File: src/rtl/ctpps_readout_pkg.sv
// Shared word-type codes, FSM state encoding and helpers for the TDC readout scheduler.
package ctpps_readout_pkg;

    localparam logic [3:0] HDR         = 4'hA;
    localparam logic [3:0] DAT         = 4'h3;
    localparam logic [3:0] TRL         = 4'h5;
    localparam logic [3:0] TDC_TRAILER = 4'h3;

    typedef enum logic [2:0] {
        ST_IDLE,
        ST_HEADER,
        ST_SELECT,
        ST_READ,
        ST_WAIT,
        ST_EMIT,
        ST_TRAILER
    } state_t;

    // Increment that sticks at all-ones so the event word count never wraps.
    function automatic logic [15:0] sat_inc16(input logic [15:0] v);
        return (v == 16'hFFFF) ? v : v + 16'd1;
    endfunction

endpackage

File: src/rtl/tdc_readout_scheduler_rr_select.sv
// Rotating-priority picker: first set candidate bit at or above rr_ptr, wrapping mod N_TDC.
module rr_select #(
    parameter int N_TDC = 4,
    parameter int IW    = 2
) (
    input  logic [N_TDC-1:0] cand,
    input  logic [IW-1:0]    rr_ptr,
    output logic [IW-1:0]    grant,
    output logic             grant_valid
);

    logic [IW-1:0] idx;

    // Scan from the farthest offset down so the nearest candidate to rr_ptr wins.
    always_comb begin
        grant       = '0;
        grant_valid = 1'b0;
        idx         = '0;
        for (int i = N_TDC - 1; i >= 0; i--) begin
            idx = IW'((int'(rr_ptr) + i) % N_TDC);
            if (cand[idx]) begin
                grant       = idx;
                grant_valid = 1'b1;
            end
        end
    end

endmodule

File: src/rtl/tdc_readout_scheduler.sv
// Event readout sequencer: header, round-robin drain of the TDC FIFOs, trailer.
//
// state      | meaning
// -----------+------------------------------------------------------------
// ST_IDLE    | waiting for transmit_request
// ST_HEADER  | header word presented, waiting for out_ready
// ST_SELECT  | pick next unvisited non-empty TDC, or go to trailer
// ST_READ    | read strobe high for the granted TDC
// ST_WAIT    | waiting for input_ready, timeout down-counter running
// ST_EMIT    | load data word, then hold it until accepted
// ST_TRAILER | trailer word presented, waiting for out_ready
module tdc_readout_scheduler #(
    parameter int          N_TDC     = 4,
    parameter int          MAX_WORDS = 64,
    parameter logic [11:0] FEC_ID    = 12'h00A,
    parameter int          TIMEOUT   = 4
) (
    input  logic                  clk,
    input  logic                  rst,
    input  logic                  transmit_request,
    input  logic [23:0]           event_number,
    input  logic [15:0]           bunch_number,
    input  logic [N_TDC-1:0]      empty,
    output logic [N_TDC-1:0]      read_enable,
    input  logic [32*N_TDC-1:0]   data_in,
    input  logic [N_TDC-1:0]      input_ready,
    output logic [63:0]           data_out,
    output logic                  out_valid,
    input  logic                  out_ready,
    output logic                  transmit_complete,
    output logic                  timeout_error
);
    import ctpps_readout_pkg::*;

    localparam int IW = $clog2(N_TDC);
    localparam int TW = $clog2(TIMEOUT + 1);

    state_t            state;
    logic [IW-1:0]     rr_ptr;
    logic [IW-1:0]     gnt;
    logic [IW-1:0]     sel_idx;
    logic              sel_valid;
    logic [N_TDC-1:0]  visited;
    logic [N_TDC-1:0]  cand;
    logic [15:0]       word_cnt;
    logic [7:0]        grant_cnt;
    logic [31:0]       tdc_word;
    logic [TW-1:0]     tmo_cnt;
    logic              unused_bits;

    // Only the low 12 bunch-crossing bits go into the header.
    assign unused_bits = &{1'b0, bunch_number[15:12]};

    assign cand = ~empty & ~visited;

    rr_select #(.N_TDC(N_TDC), .IW(IW)) u_rr_select (
        .cand        (cand),
        .rr_ptr      (rr_ptr),
        .grant       (sel_idx),
        .grant_valid (sel_valid)
    );

    // Main sequencer; read_enable defaults low so every strobe lasts one cycle.
    always_ff @(posedge clk or posedge rst) begin
        if (rst) begin
            state             <= ST_IDLE;
            read_enable       <= '0;
            data_out          <= '0;
            out_valid         <= 1'b0;
            transmit_complete <= 1'b0;
            timeout_error     <= 1'b0;
            rr_ptr            <= '0;
            gnt               <= '0;
            visited           <= '0;
            word_cnt          <= '0;
            grant_cnt         <= '0;
            tdc_word          <= '0;
            tmo_cnt           <= '0;
        end else begin
            transmit_complete <= 1'b0;
            read_enable       <= '0;
            case (state)
                ST_IDLE: begin
                    if (transmit_request) begin
                        visited       <= '0;
                        timeout_error <= 1'b0;
                        word_cnt      <= '0;
                        data_out      <= {HDR, 4'h0, event_number, bunch_number[11:0], FEC_ID, 8'h00};
                        out_valid     <= 1'b1;
                        state         <= ST_HEADER;
                    end
                end
                ST_HEADER: begin
                    if (out_ready) begin
                        out_valid <= 1'b0;
                        word_cnt  <= sat_inc16(word_cnt);
                        state     <= ST_SELECT;
                    end
                end
                ST_SELECT: begin
                    if (sel_valid) begin
                        visited[sel_idx]     <= 1'b1;
                        gnt                  <= sel_idx;
                        grant_cnt            <= '0;
                        read_enable[sel_idx] <= 1'b1;
                        state                <= ST_READ;
                    end else begin
                        data_out  <= {TRL, 4'h0, 8'h00, sat_inc16(word_cnt), 32'h0};
                        out_valid <= 1'b1;
                        state     <= ST_TRAILER;
                    end
                end
                ST_READ: begin
                    tmo_cnt <= TW'(TIMEOUT - 1);
                    state   <= ST_WAIT;
                end
                ST_WAIT: begin
                    if (input_ready[gnt]) begin
                        tdc_word <= data_in[int'(gnt)*32 +: 32];
                        state    <= ST_EMIT;
                    end else if (tmo_cnt == '0) begin
                        timeout_error <= 1'b1;
                        state         <= ST_SELECT;
                    end else begin
                        tmo_cnt <= tmo_cnt - TW'(1);
                    end
                end
                ST_EMIT: begin
                    if (!out_valid) begin
                        data_out  <= {DAT, 1'b0, 3'(gnt), 24'h0, tdc_word};
                        out_valid <= 1'b1;
                    end else if (out_ready) begin
                        out_valid <= 1'b0;
                        word_cnt  <= sat_inc16(word_cnt);
                        grant_cnt <= grant_cnt + 8'd1;
                        if (tdc_word[31:28] == TDC_TRAILER ||
                            grant_cnt + 8'd1 == 8'(MAX_WORDS) ||
                            empty[gnt]) begin
                            state <= ST_SELECT;
                        end else begin
                            read_enable[gnt] <= 1'b1;
                            state            <= ST_READ;
                        end
                    end
                end
                ST_TRAILER: begin
                    if (out_ready) begin
                        out_valid         <= 1'b0;
                        transmit_complete <= 1'b1;
                        rr_ptr            <= (rr_ptr == IW'(N_TDC - 1)) ? '0 : rr_ptr + IW'(1);
                        state             <= ST_IDLE;
                    end
                end
                default: state <= ST_IDLE;
            endcase
        end
    end

endmodule

File: config.mk
export PLATFORM = sky130hd
export DESIGN_NAME = tdc_readout_scheduler
export DESIGN_NICKNAME = d
export VERILOG_FILES = /design/src/rtl/ctpps_readout_pkg.sv /design/src/rtl/tdc_readout_scheduler_rr_select.sv /design/src/rtl/tdc_readout_scheduler.sv
export SDC_FILE = /design/constraint.sdc
export NUM_CORES = 1
export LEC_CHECK = 0
export ABC_AREA = 1
export CORE_ASPECT_RATIO = 0.7
export CORE_MARGIN = 2
export CORE_UTILIZATION = 49
export DETAILED_ROUTE_END_ITERATION = 10
export GPL_TIMING_DRIVEN = 0
export MAX_ROUTING_LAYER = met4
export PLACE_DENSITY_LB_ADDON = 0.25
export RECOVER_POWER = 100
export SKIP_CTS_REPAIR_TIMING = 1
export SYNTH_ARGS = -nofsm -noshare
export SYNTH_HDL_FRONTEND = slang
export SYNTH_SLANG_ARGS = --single-unit
File: constraint.sdc
create_clock -name clk -period 10.65 [get_ports clk]
set_clock_uncertainty 0.2 [all_clocks]
set_input_delay 3.195 -clock clk [delete_from_list [all_inputs] [get_ports clk]]
set_output_delay 3.195 -clock clk [all_outputs]
set_load 0.05 [all_outputs]
# Word-level counts from Yosys, hierarchy flattened
# Index checks and enable logic that the tools add are counted.
dict set report word_totals {
  regBits 141
  out_inout_bits 71
  wordCells 152
}
dict set report op_classes {
  addsub 7
  magnitude_cmp 8
  n_eq_ne 23
  n_shift 1
  mux 71
  bitwise_logic 4
  reduce_logical 25
}
# cell n
set op_table {}
lappend op_table {{2-to-1 mux 64 bit} 3}
lappend op_table {{one-hot mux 64 bit (3 select lines)} 1}
lappend op_table {{variable part select 128 x 8 -> 32 bit} 1}
lappend op_table {{2-to-1 mux 16 bit} 4}
lappend op_table {{one-hot mux 16 bit (3 select lines)} 1}
lappend op_table {{2-to-1 mux 3 bit} 10}
lappend op_table {{2-to-1 mux 4 bit} 6}
lappend op_table {{2-to-1 mux 8 bit} 3}
lappend op_table {{2-to-1 mux 1 bit} 23}
lappend op_table {{inequality test 2 bit, second input constant} 11}
lappend op_table {{one-hot mux 3 bit (7 select lines)} 1}
lappend op_table {{less-than comparator 2 x 3 -> 1 bit, second input constant} 6}
lappend op_table {{adder 16 x 1 -> 16 bit, second input constant} 1}
lappend op_table {{== test 16 bit, second input constant} 1}
lappend op_table {{one-hot mux 4 bit (2 select lines)} 2}
lappend op_table {{one-hot mux 8 bit (2 select lines)} 1}
lappend op_table {{AND reduction 4 bit} 4}
lappend op_table {{binary-select mux 1 bit (select 2 bit)} 6}
lappend op_table {{2-to-1 mux 2 bit} 5}
lappend op_table {{== test 3 bit, second input constant} 3}
lappend op_table {{AND reduction 3 bit} 3}
lappend op_table {{adder 8 x 1 -> 8 bit, second input constant} 1}
lappend op_table {{== test 8 x 7 -> 1 bit, second input constant} 1}
lappend op_table {{inverter 4 bit} 2}
lappend op_table {{25 further kinds} 39}

# Longest topological paths before layout
# Gate-level depths: netlist (run 1).
dict set report logic_depth {
  word_depth 15
  depth_mapped 14
}

# Cells and area by module
# Synthesis (run 1) repeated with hierarchy kept, for this count alone.
dict set report unflattened {
  hier_cells 886
  hier_area_um2 7165.6
}
# module n_inst cells_each area_each_um2 seq_area_each_um2
set by_module_without_submodules {}
lappend by_module_without_submodules {tdc_readout_scheduler 1 842 6950.4 3478.3}
lappend by_module_without_submodules {rr_select 1 44 215.2 0.0}

# Worst setup path before layout (run 1)
# No wires, ideal clock.
dict set report synth_path {
  kind {input to register}
  startpoint {input empty[2]}
  endpoint {register data_out[63]}
  setup_ns 0.119
  arrival_time_ns 4.170
  setup_slack_ns 6.161
  stages 11
  path_cell_list {nor2_1 -> nand2_1 -> nand2_1 -> nor2_1 -> nand2_1 -> nand2_2 -> nand3_4 -> clkinv_2 -> buf_4 -> nand2_1 -> o21a_1}
}
dict set report synth_via {
  elab_chain_len 10
  word_cells_on_any_way 16
}
# element line
set synth_rtl {}
lappend synth_rtl {{start, declared} tdc_readout_scheduler.sv:23} ;# input logic [N_TDC-1:0] empty,
lappend synth_rtl {{inverter 4 bit (*)} tdc_readout_scheduler.sv:54} ;# assign cand = ~empty & ~visited;
lappend synth_rtl {{bitwise AND 4 bit (*)} tdc_readout_scheduler.sv:54}
lappend synth_rtl {{binary-select mux 1 bit (select 2 bit)} tdc_readout_scheduler_rr_select.sv:21} ;# if (cand[idx]) begin
lappend synth_rtl {{2-to-1 mux 1 bit (not written as such)} tdc_readout_scheduler_rr_select.sv:21}
lappend synth_rtl {{2-to-1 mux 1 bit (3 in a row)} tdc_readout_scheduler_rr_select.sv:21}
lappend synth_rtl {{2-to-1 mux 1 bit (*)} tdc_readout_scheduler_rr_select.sv:21}
lappend synth_rtl {{inequality test 2 bit (no source line) (*)} --}
lappend synth_rtl {{AND reduction 4 bit (no source line) (*)} --}
lappend synth_rtl {{end signal, assigned} tdc_readout_scheduler.sv:88} ;# data_out <= {HDR, 4'h0, event_number, bunch_number[11:0], FEC_ID, 8'h00};
lappend synth_rtl {{end signal, assigned} tdc_readout_scheduler.sv:108} ;# data_out <= {TRL, 4'h0, 8'h00, sat_inc16(word_cnt), 32'h0};
lappend synth_rtl {{end signal, assigned} tdc_readout_scheduler.sv:130} ;# data_out <= {DAT, 1'b0, 3'(gnt), 24'h0, tdc_word};
lappend synth_rtl {{end, declared} tdc_readout_scheduler.sv:27} ;# output logic [63:0] data_out,
# Mark *: on every way between the ends. The rest lies on a longest branch, timed or not. The select of a mux whose other input is x is not followed.
# A chain may end at the register's enable or synchronous reset.

# Final worst setup path (run 1)
dict set report layout_path {
  startpoint {input empty[3]}
  endpoint {register data_out[63]}
}
# Same word-level chain as after synthesis.

==> flow_metrics.py, run 1 <==
metrics = {
    "logic_synthesis": {
        "synthArstFlopShare_pct": 100,
        "ys_seq_area_share_pct": 48.4,
        "synth_edf_count": 0,
        "syn_area_per_cell_sq_um": 8.06,
        "ys_types": 43,
        "synthFlopType": "dfrtp_1",
        "netlist_area_sq_um": 7190,
        "yosysWarnings": 0,
        "syn_inst": 892,
        "ys_ff_latch": 139,
    },
    "drt": {
        "wl_microns": 24200,
        "ant_nets": 0,
        "vias_per_cell": 5.48,
        "wl_per_cell_microns": 17.7,
        "drtIter0Drc": 725,
        "drtPass1Iterations": 5,
        "vias": 7474,
        "post-route-drc-count": 0,
    },
    "floorplanning": {
        "die-area_sq_um": 15700,
        "rows": 37,
        "dieWidth_microns": 149,
        "core_area_sq_um": 14500,
        "fp.dieH_microns": 105,
        "pin_count": 251,
        "start_util_pct": 49.5,
    },
    "worst_setup_path": {
        "required_ns": 10.76,
        "startpoint": "empty[3]",
        "crit_path_frequent_cell": "nand2_1",
        "r2r_slack_ns": 7.58,
        "critPathTopFamily": "buffers and inverters",
        "start_kind": "input pin",
        "cp.arrival_ns": 6.00,
        "crit_path_end_kind": "register",
        "path_cells": "dlygate4sd3_1 -> nor2_1 -> nand2_1 -> nand2_1 -> nor2_1 -> nand2_1 -> nand2_1 -> nand3_1 -> clkinvlp_2 -> clkbuf_1 -> nand2_1 -> o21a_1",
        "crit_buf_inv": 3,
        "max_stage_delay_ns": 0.58,
        "critPathKind": "input pin to register",
        "slowest_stage": "dlygate4sd3_1",
        "r2r-start": "rr_ptr[0]",
        "crit_fanout": 10,
        "ff2ff_path_depth": 12,
        "r2r_end": "data_out[63]",
    },
    "cts": {
        "clk_latency_ns": 0.42,
        "clk_pin_slew_ns": 0.06,
        "cts_buffers": 17,
        "cts_sinks": 139,
        "cts_root_buf": "clkbuf_16",
        "cts_buffer_depth": 2,
        "cts_max_level": 4,
        "cts_tree": "built",
    },
    "timing": {
        "fmax_mhz": 170,
        "max_slew_margin_pct": -64.7,
        "tns_ns": 0,
        "period_share_pct": 55.3,
        "setup_viol": 0,
        "worst_slew_pin_slew_ns": 2.46,
        "drv_slew": 54,
        "hold_violations": 0,
        "rsz0062_at_grt": "no",
        "fin_crit_ns": 5.89,
    },
    "global_routing": {
        "grtUsageTotal_pct": 31.8,
        "grt_pass1_vias": 7040,
        "grt_pass1_wl_microns": 37200,
        "antenna_found_initial": 0,
        "grt_max_degree": 87,
        "overflow": 0,
    },
    "pwr": {
        "powerDensity_nw_per_um2": 289,
        "peakVddDrop_uv": 130,
        "p_leak_nw": 4.69,
    },
    "min_path": {
        "min_to": "data_out[62]",
        "hold_path_class": "register to register",
        "min_from": "data_out[62]",
        "holdPathStages": 2,
    },
    "placement": {
        "place_area_sq_um": 9920,
        "place_hpwl_microns": 18100,
        "place.gp.congestion": 0.975,
        "io_buffers": 244,
    },
    "final_layout": {
        "diodes": 0,
        "stdcell_area_sq_um": 10500,
        "syn2layout_area_growth_pct": 45.8,
        "drive_gt1_share_pct": 5.13,
        "nNetsFinal": 1342,
    },
    "outcome": {
        "failed_checks": "max-capacitance violations, max-slew violations",
        "outcome": "finished with violations",
    },
    "run": {
        "cap_viol_max_count": 1,
    },
}
## synth_stat cells (9+ instances only)
| cell | count | area (sq um) |
|---|---|---|
| a21oi_1 | 19 | 95.1 |
| a22o_1 | 14 | 123 |
| a22oi_1 | 35 | 263 |
| a2bb2oi_1 | 10 | 87.6 |
| a41oi_1 | 33 | 289 |
| buf_2 | 13 | 65.1 |
| clkbuf_1 | 21 | 78.8 |
| dfrtp_1 | 139 | 3480 |
| inv_1 | 57 | 214 |
| nand2_1 | 301 | 1130 |
| nand3_1 | 26 | 130 |
| nand4_1 | 11 | 68.8 |
| nor2_1 | 76 | 285 |
| o21ai_0 | 51 | 255 |
| o22ai_1 | 9 | 56.3 |
| xor2_1 | 13 | 114 |
## layout by cell type (no fill, tap or decap), types with 6 or more instances in the layout
cell type / count
inv_1: 56
nand3_1: 27
a22oi_1: 35
dlygate4sd3_1: 73
nand4_1: 11
a2bb2oi_1: 10
clkbuf_1: 37
a41oi_1: 33
clkdlybuf4s50_1: 171
clkbuf_16: 17
nor3_1: 8
o22ai_1: 9
a21oi_1: 19
o21ai_0: 52
clkinvlp_4: 6
nand2_1: 303
dfrtp_1: 139
inv_2: 7
xor2_1: 13
a22o_1: 14
nor2_1: 77
## routing by layer
layer	vias up	track usage, %	wire [microns]	part of all wire (%)
met1	3517	44.0	10700	44
met5	-	-	0	0
met4	0	8.98	451	1.9
met3	46	7.45	2490	10
li1	3537	-	-	-
met2	374	47.2	10500	44
## how the worst max path moves through the flow
| stage | end | cells past startpoint |
|---|---|---|
| final | data_out[63] | 12 |
| after global routing | data_out[63] | 12 |
| after CTS | out_valid | 1 |
| after detailed placement | data_out[54] | 10 |
| after global placement | tdc_word[8] | 2 |
| after floorplan | data_out[0] | 1 |
## where the power goes
group          switching [W]  leakage, nW  internal [W]  total [W]
logic                0.00108         2.66      0.000484    0.00157
clock network       0.000236        0.282      0.000393   0.000629
registers           0.000109         1.75      0.000720   0.000829
total                0.00143         4.69       0.00160    0.00303
## metrics by stage
stage,total power [W],worst slack (ns),utilization [%],hold WS (ns),instances
after floorplan,0.00188,3.53,-,0.273,893
after global placement,0.00242,1.56,68.0,0.255,1332
after detailed placement,0.00244,5.15,68.2,0.266,1333
after CTS,0.00308,5.52,72.5,0.283,1365
after global routing,0.00321,4.53,72.1,0.300,1365
final,0.00303,4.76,72.1,0.276,1365
## cells by family (layout without fill, tap and decap cells)
group	count (synthesis)	after routing	synth area share, %
adders and majority gates	5	5	0.870
AOI/OAI and AO/OA	183	183	17.5
and+or+nand+nor	439	439	24.9
other	1	2	0.0521
xor gates and xnor gates	13	13	1.58
buffers and inverters	112	389	6.75
DFF	139	139	48.4
## flip-flops by register name, indices dropped and copies added, names as in the netlist, 3 cells and up
signal       count
grant_cnt        8
tdc_word        32
tmo_cnt          3
visited          4
read_enable      4
data_out        62
state            3
word_cnt        16
## cell type report
type,count,area [sq um]
sequential,139,3480
clock inverter,13,191
fill,1122,4050
inverter,67,254
multi-input combinational,642,3210
timing repair buffer,245,2470
tap,195,244
buffer,45,204
clock buffer,19,433
## worst reg2reg max path, delay by kind of cell (launching register included)
kind | cells | cell delay, ns
AO/OA/AOI/OAI | 1 | 0.15
flip-flops | 1 | 0.34
AND/OR/NAND/NOR | 7 | 1.24
buffers and inverters | 4 | 1.05
(Power assumes the default switching activity.)
==> inputs of run 2 (changes only) <==
CORE_UTILIZATION = 41   (was 49)
clock period = 4.8 ns   (was 10.65 ns; I/O delays follow)
==> run 2 against run 1 <==
Compared with the run above:
- the run now ends clean
- sequential share of layout area decreased by 0.37 points
- utilization down 10 points
- first-iteration DRC count rose by 7.4%
- highest routed layer unchanged
==> flow_metrics.py, run 2 (same netlist as run 1, synthesis figures left out) <==
metrics = {
    "cts": {
        "cts_buffers": 17,
        "cts_buffer_depth": 2,
        "cts_max_level": 4,
        "cts_tree": "built",
        "cts_root_buf": "clkbuf_16",
        "cts_sinks": 139,
        "clk_latency_ns": 0.42,
        "clk_pin_slew_ns": 0.06,
    },
    "pwr": {
        "clkPwrFrac_pct": 21.2,
        "pwr-share-comb_pct": 51.6,
        "peakVddDrop_uv": 347,
        "internal_power_w": 0.00362,
        "p_seq_share_pct": 27.1,
        "netSwitchingFraction_pct": 46.6,
        "powerDensity_nw_per_um2": 640,
        "p_sw_w": 0.00317,
        "p_leak_nw": 4.75,
    },
    "drt": {
        "drtPass1Iterations": 5,
        "vias_per_cell": 5.30,
        "vias": 7432,
        "post-route-drc-count": 0,
        "drtIter0Drc": 779,
        "ant_nets": 0,
        "wl_microns": 25000,
        "wl_per_cell_microns": 17.8,
    },
    "timing": {
        "worst_slew_pin_slew_ns": 1.40,
        "fmax_mhz": 255,
        "max_slew_margin_pct": 6.03,
        "tns_ns": 0,
        "fin_crit_ns": 3.93,
        "setup_viol": 0,
        "hold_ws_ns": 0.263,
        "hold_violations": 0,
        "period_share_pct": 81.8,
        "setup_ws_ns": 0.872,
        "drv_slew": 0,
        "rsz0062_at_grt": "no",
    },
    "min_path": {
        "holdPathStages": 2,
        "hold_path_class": "register to register",
    },
    "global_routing": {
        "grtUsageTotal_pct": 28.0,
        "grt_pass1_wl_microns": 38400,
        "overflow": 0,
        "antenna_found_initial": 0,
        "grt_max_degree": 39,
        "grt_pass1_vias": 7105,
    },
    "final_layout": {
        "diodes": 0,
        "largest_register": "data_out",
        "drive_gt1_share_pct": 5.46,
        "reg_top3": "data_out x62, tdc_word x32, word_cnt x16",
        "nNetsFinal": 1345,
        "final_cell_mix": "nand2_1 (303), clkdlybuf4s50_1 (171), dfrtp_1 (139), nor2_1 (77), dlygate4sd3_1 (73)",
        "fillers": 1488,
        "syn2layout_area_growth_pct": 47.4,
        "largest_register_ffs": 62,
        "multi_input_area_sq_um": 3210,
        "regArea_sq_um": 3480,
        "layout_commonest_cell": "nand2_1",
        "final_util_pct": 61.8,
        "stdcell_area_sq_um": 10600,
    },
    "worst_setup_path": {
        "crit_path_end_kind": "register",
        "start_kind": "input pin",
        "cp.arrival_ns": 4.08,
        "crit_fanout": 10,
        "required_ns": 4.95,
        "critPathKind": "input pin to register",
        "ff2ff_path_depth": 9,
    },
    "floorplanning": {
        "pin_count": 251,
        "core_area_sq_um": 17200,
        "start_util_pct": 41.9,
        "die-area_sq_um": 18600,
        "rows": 40,
        "fp.dieH_microns": 115,
        "dieWidth_microns": 162,
    },
    "placement": {
        "place.gp.congestion": 0.919,
        "place_area_sq_um": 10000,
        "place_hpwl_microns": 19100,
        "post-place-ws_ns": 0.972,
        "io_buffers": 244,
    },
    "outcome": {
        "outcome": "completed",
    },
    "run": {
        "cap_viol_max_count": 0,
    },
}
## run 2: final cells by class
class,count,area share [%]
clock buffers,20,4.21
clock inverters,11,1.83
flip-flops and latches,139,32.8
inverters,67,2.39
repair buffers,248,23.7
plain buffers,45,2.03
well taps,231,2.73
multi-input cells,642,30.3
## run 2: routing by layer
| layer | global-route usage [%] | up-vias | wire length (microns) |
|---|---|---|---|
| li1 | - | 3546 | - |
| met1 | 39.0 | 3485 | 11500 |
| met2 | 39.8 | 364 | 10700 |
| met3 | 7.29 | 37 | 2410 |
| met4 | 8.79 | 0 | 481 |
| met5 | - | - | 0 |
## run 2: worst paths after layout
kind	from	to	slack, ns
max	empty[3]	data_out[26]	0.87
min	data_out[62]	data_out[62]	0.26
max reg2reg	gnt[0]	tdc_word[14]	1.75
min reg2reg	data_out[62]	data_out[62]	0.26
max in group asynchronous	rst	data_out[30]	1.20
min in group asynchronous	rst	rr_ptr[0]	1.59
## run 2: metrics by stage
step	instances	power [W]
6_report	1403	0.00679
5_1_grt	1403	0.00722
4_1_cts	1403	0.00691
3_5_place_dp	1372	0.00545
3_3_place_gp	1368	0.00541
2_1_floorplan	893	0.00417
## run 2: worst max-delay path: stages
cell and delay, ns:
dlygate4sd3_1 0.58, nor2_1 0.07, nand2_1 0.06, nand2_1 0.08, nor2_1 0.20, nand2_1 0.08
nand2_1 0.18, nand3_1 0.48, clkinvlp_2 0.32, clkbuf_1 0.38, nand2_1 0.13, nand2_1 0.08
## run 2: power groups by stage
stage / logic [W] / clock network [W] / registers [W]
2_1_floorplan: 0.00162 / 0 / 0.00255
3_5_place_dp: 0.00359 / 0 / 0.00186
4_1_cts: 0.00361 / 0.00145 / 0.00185
5_1_grt: 0.00380 / 0.00152 / 0.00190
6_report: 0.00350 / 0.00144 / 0.00184
3_3_place_gp: 0.00356 / 0 / 0.00185
